## src/rtl/bus_resp_regbank.sv

```systemverilog
// Peripheral-side responder for the ibex req/gnt/rvalid data bus, fronting a
// small register bank (CTRL, IEN, W1C ISR, ISS, scratch) with a level interrupt.
module bus_resp_regbank #(
   parameter int NREG   = 8,
   parameter int ADDR_W = 14,
   parameter int WAIT   = 0,
   parameter int NIRQ   = 8
) (
   input  logic              Clk,
   input  logic              Rst,
   input  logic              req,
   input  logic              we,
   input  logic [3:0]        be,
   input  logic [ADDR_W-1:0] addr,
   input  logic [31:0]       wdata,
   output logic              gnt,
   output logic              rvalid,
   output logic [31:0]       rdata,
   input  logic [NIRQ-1:0]   irq_set,
   output logic [31:0]       ctrl,
   output logic              Int
);

   localparam int WIW = ADDR_W - 2;
   localparam int NS  = (NREG > 4) ? NREG - 4 : 1;
   localparam int SW  = (NS > 1) ? $clog2(NS) : 1;
   localparam int NSA = 2 ** SW;
   localparam logic [3:0] WLAST = (WAIT > 0) ? 4'(WAIT - 1) : 4'd0;

   typedef enum logic [1:0] {IDLE, WAITST, GRANT, RESP} state_t;

   state_t            state;
   state_t            nstate;
   logic [3:0]        cnt;
   logic              lwe;
   logic [3:0]        lbe;
   logic [WIW-1:0]    widx;
   logic [31:0]       lwdata;
   logic [31:0]       creg;
   logic [NIRQ-1:0]   ien;
   logic [NIRQ-1:0]   isr;
   logic [31:0]       scratch [NSA];
   logic [31:0]       bmask;
   logic [31:0]       rdmux;
   logic [NIRQ-1:0]   isrset;
   logic [NIRQ-1:0]   isrclr;
   logic [SW-1:0]     sidx;
   logic              inscratch;
   logic              commit;
   logic              unusedbits;

   // The full word index is kept so that indices past the bank are rejected
   // instead of aliasing onto real registers.
   assign unusedbits = ^addr[1:0];

   always_ff @(posedge Clk or posedge Rst) begin
      if (Rst) begin
         state <= IDLE;
      end else begin
         state <= nstate;
      end
   end

   always_comb begin
      nstate = state;
      case (state)
         IDLE:    if (req) nstate = (WAIT > 0) ? WAITST : GRANT;
         WAITST:  if (cnt == WLAST) nstate = GRANT;
         GRANT:   nstate = RESP;
         RESP:    nstate = IDLE;
         default: nstate = IDLE;
      endcase
   end

   assign gnt    = (state == GRANT);
   assign rvalid = (state == RESP);
   assign ctrl   = creg;

   always_ff @(posedge Clk or posedge Rst) begin
      if (Rst) begin
         cnt    <= '0;
         lwe    <= 1'b0;
         lbe    <= '0;
         widx   <= '0;
         lwdata <= '0;
      end else begin
         if (state == WAITST) begin
            cnt <= cnt + 4'd1;
         end else begin
            cnt <= '0;
         end
         if (state == IDLE && req) begin
            lwe    <= we;
            lbe    <= be;
            widx   <= addr[ADDR_W-1:2];
            lwdata <= wdata;
         end
      end
   end

   assign bmask     = {{8{lbe[3]}}, {8{lbe[2]}}, {8{lbe[1]}}, {8{lbe[0]}}};
   assign sidx      = SW'(widx - WIW'(4));
   assign inscratch = (widx >= WIW'(4)) && (widx < WIW'(NREG));
   assign commit    = (state == GRANT) && lwe;

   always_comb begin
      rdmux  = '0;
      isrset = '0;
      isrclr = '0;
      if (widx == WIW'(0)) begin
         rdmux = creg;
      end else if (widx == WIW'(1)) begin
         rdmux = 32'(ien);
      end else if (widx == WIW'(2)) begin
         rdmux  = 32'(isr);
         isrclr = commit ? (lwdata[NIRQ-1:0] & bmask[NIRQ-1:0]) : '0;
      end else if (widx == WIW'(3)) begin
         isrset = commit ? (lwdata[NIRQ-1:0] & bmask[NIRQ-1:0]) : '0;
      end else if (inscratch) begin
         rdmux = scratch[sidx];
      end
   end

   // Any set source beats the W1C clear so a coincident hardware event is kept.
   always_ff @(posedge Clk or posedge Rst) begin
      if (Rst) begin
         creg <= '0;
         ien  <= '0;
         isr  <= '0;
         Int  <= 1'b0;
         for (int i = 0; i < NSA; i++) begin
            scratch[i] <= '0;
         end
      end else begin
         isr <= (isr & ~isrclr) | isrset | irq_set;
         Int <= |(isr & ien);
         if (commit && widx == WIW'(0)) begin
            creg <= (creg & ~bmask) | (lwdata & bmask);
         end
         if (commit && widx == WIW'(1)) begin
            ien <= (ien & ~bmask[NIRQ-1:0]) | (lwdata[NIRQ-1:0] & bmask[NIRQ-1:0]);
         end
         if (commit && inscratch) begin
            scratch[sidx] <= (scratch[sidx] & ~bmask) | (lwdata & bmask);
         end
      end
   end

   always_ff @(posedge Clk or posedge Rst) begin
      if (Rst) begin
         rdata <= '0;
      end else if (state == GRANT && !lwe) begin
         rdata <= rdmux;
      end else begin
         rdata <= '0;
      end
   end

endmodule

```

## config.mk

```make
export PLATFORM = sky130hd
export DESIGN_NAME = bus_resp_regbank
export DESIGN_NICKNAME = d
export VERILOG_FILES = /design/src/rtl/bus_resp_regbank.sv
export SDC_FILE = /design/constraint.sdc
export NUM_CORES = 1
export LEC_CHECK = 0
export CORE_ASPECT_RATIO = 0.7
export CORE_MARGIN = 2
export CORE_UTILIZATION = 30
export DETAILED_ROUTE_END_ITERATION = 10
export GPL_ROUTABILITY_DRIVEN = 1
export HOLD_SLACK_MARGIN = 0.1
export SLEW_MARGIN = 30
export SYNTH_ARGS = -nofsm -noshare
export SYNTH_HDL_FRONTEND = slang
export SYNTH_SLANG_ARGS = --single-unit
```

## constraint.sdc

```tcl
create_clock -name Clk -period 19.15 [get_ports Clk]
set_clock_uncertainty 0.15 [all_clocks]
set_input_delay 5.745 -clock Clk [delete_from_list [all_inputs] [get_ports Clk]]
set_output_delay 5.745 -clock Clk [all_outputs]
set_load 0.05 [all_outputs]
```

==> results.json <==
{
  "cts_tree": "done",
  "antenna_found_initial": 0,
  "hold_viol_final": 0,
  "reg2reg_slack_ps": 15800,
  "ir_worst_vdd_uv": 71.02,
  "synthFlopType": "dfrtp_1",
  "ios": 129,
  "n_antenna_cell": 0,
  "drc": 0,
  "synth.distinct_cells": 42,
  "drive_gt1_frac": 0.1369,
  "fillers": 3762,
  "synthesis.area_um2": 11750,
  "leakage_uw": 0.006215,
  "slowest_stage": "clkdlybuf4s50_1",
  "place_hpwl_mm": 19.70,
  "synth_fp_nets": 1127,
  "tightest_slew_ps": 889.6,
  "start_util": 0.3052,
  "synth_edf_count": 0,
  "timing.final.crit_share": 0.4184,
  "cp_data_required_time_ps": 13260,
  "grt_pass1_wl_mm": 51.08,
  "max-slew-margin-rel": 0.4063,
  "rsz0062_at_grt": "no",
  "max_freq_ghz": 0.1248,
  "cts_root_buffer": "clkbuf_16",
  "overflow": 0,
  "via_per_inst": 5.154,
  "fp.dieH_um": 169.6,
  "crit_chain": "nor2b_1 -> clkdlybuf4s50_1",
  "synth_warnings": 0,
  "cts_sinks": 264,
  "yosysSeqAreaShare": 0.5621,
  "grt_pass1_vias": 8971,
  "crit_buf_inv": 1,
  "fin_nets": 1221,
  "insertion_delay_ps": 560,
  "dr_total_vias": 8778,
  "worstSetupStartpointType": "register",
  "period_needed_ps": 8012,
  "drt_iter0_markers": 690,
  "die_area_um2": 40800,
  "tns_ps": 0,
  "antenna_left": 0,
  "path_class": "register to output port",
  "final_util": 0.3747,
  "path_clk_slew_ps": 60,
  "synth.avg_cell_area_um2": 11.06,
  "crit_path_max_fanout": 7,
  "drt_pass1_iterations": 5,
  "ctsHoldBuffers": 0,
  "core.rowCount": 60,
  "seqCellArea_um2": 6611,
  "areaGrowthSynthToFinish_pct": 22.78,
  "finalSetupViolations": 0,
  "end_kind": "output port",
  "place.gp.congestion": 0.7521,
  "die_w_um": 240.6,
  "hp-class": "register to register",
  "track_usage": 0.1589,
  "worstPathArrival_ps": 2120,
  "post-cts-setup-buffers": 0,
  "status": "complete, no violations",
  "ys_ff_latch": 264,
  "htreeDepth": 1,
  "cts_resized": 0,
  "critPathTopFamily": "buffers and inverters",
  "synth-async-reset-ratio": 1.000,
  "powerDensity_nw_per_um2": 122.3,
  "synthCells": 1063,
  "cpPeakStageDelay_ps": 850,
  "cts_buffer_depth": 3,
  "cts_buffers": 29,
  "wirelength_mm": 31.94,
  "multiInputGateArea_um2": 4775,
  "portBuffers": 126,
  "drv_cap": 0,
  "grt_max_degree": 107,
  "wire_per_inst_um": 18.75,
  "core_um2": 38510,
  "maxSlewViolCount": 0
}
==> routing by layer <==
layer | routed length, µm | up-vias | part of all wire | GRT usage
met5 | 0 | - | 0 | 0
met4 | 491 | 0 | 0.015 | 0.03133
met3 | 1997 | 36 | 0.063 | 0.03188
met2 | 14050 | 233 | 0.44 | 0.2437
met1 | 15400 | 4450 | 0.48 | 0.2322
li1 | - | 4059 | - | -
==> per-stage QoR <==
step | total power [µW] | std cells | setup WS (ps) | hold WS, ps | instance area, µm²
finish | 1765 | 1703 | 11140 | 340.5 | 14430
global route | 1871 | 1703 | 11050 | 372.9 | 14430
CTS | 1785 | 1703 | 11110 | 341.9 | 14410
detailed placement | 1234 | 1653 | 11340 | 336.2 | 13500
global placement | 1222 | 1652 | 11080 | 324.9 | 13470
floorplan | 1064 | 1063 | 5986 | 303.2 | 11750
==> final cells by class <==
type,instances,area share
sequential,264,0.4581
multi-input combinational,705,0.3308
timing repair buffer,142,0.09762
clock buffer,38,0.05540
tap,527,0.04569
clock inverter,12,0.007890
inverter,15,0.004422
==> layout by cell type, fill, tap and decap left out, types with 14 or more instances in the layout <==
cell type,synthesis,layout
dfrtp_1,264,262
o21ai_0,238,238
a32oi_1,24,24
o21ai_1,52,52
a22oi_1,36,36
mux2i_1,71,71
nor2b_1,16,16
inv_1,15,14
clkdlybuf4s50_1,0,126
nand2b_1,31,31
nand2_1,39,39
nor2_1,42,42
clkbuf_16,0,29
mux2_2,84,84
==> logic make-up (layout without fill, tap and decap cells) <==
kind of cell    after synthesis  after routing  synth area share
compound gates              378            378            0.1848
xor+xnor                      2              2          0.001491
fa+ha+maj                     2              2          0.002129
buf+inv                      94            207           0.03492
flops                       264            264            0.5621
mux                         156            156            0.1419
simple gates                167            167           0.07271
==> cell usage after synthesis, types with 2 or more instances <==
cell type	instances	share of area
a211oi_1	7	0.0045
a221o_1	8	0.0068
a221oi_1	8	0.0060
a22oi_1	36	0.023
a32oi_1	24	0.018
and2_1	3	0.0016
buf_1	8	0.0026
buf_2	5	0.0021
buf_6	5	0.0048
clkbuf_1	52	0.017
clkbuf_2	8	0.0034
dfrtp_1	264	0.56
ha_1	2	0.0021
inv_1	15	0.0048
mux2_2	84	0.080
mux2i_1	71	0.060
nand2_1	39	0.012
nand2b_1	31	0.017
nand3_1	10	0.0043
nor2_1	42	0.013
nor2b_1	16	0.0085
nor3_1	10	0.0043
nor4_1	2	0.0011
nor4_2	3	0.0032
o21ai_0	238	0.10
o21ai_1	52	0.022
o21ai_2	2	0.0015
or4_1	3	0.0019
or4_4	2	0.0019
==> power by group <==
group / internal [µW] / leakage (µW) / switching [µW]
clock network: 318 / 0.000460 / 224
registers: 621 / 0.00353 / 80.7
logic: 193 / 0.00222 / 328
total: 1130 / 0.00622 / 632
==> worst paths after layout <==
path                                       from                       to  depth (start not counted)
max                        state[1]$_DFFE_PP0P_                      gnt                          2
min                            cnt[0]$_DFF_PP0_         cnt[0]$_DFF_PP0_                          1
max reg2reg                 widx[1]$_DFFE_PP0P_                 register                          4
min reg2reg                    cnt[0]$_DFF_PP0_         cnt[0]$_DFF_PP0_                          1
max in group asynchronous                   Rst  scratch[44]$_DFFE_PP0P_                          3
min in group asynchronous                   Rst      widx[3]$_DFFE_PP0P_                          2
==> worst register-to-register path, cell delays in order (launching register included) <==
cell,delay (ps)
dfrtp_4,720
or4_1,890
nor4_4,540
nand2_1,470
mux2_1,440
Note: power is estimated with default switching activity, not from simulation.
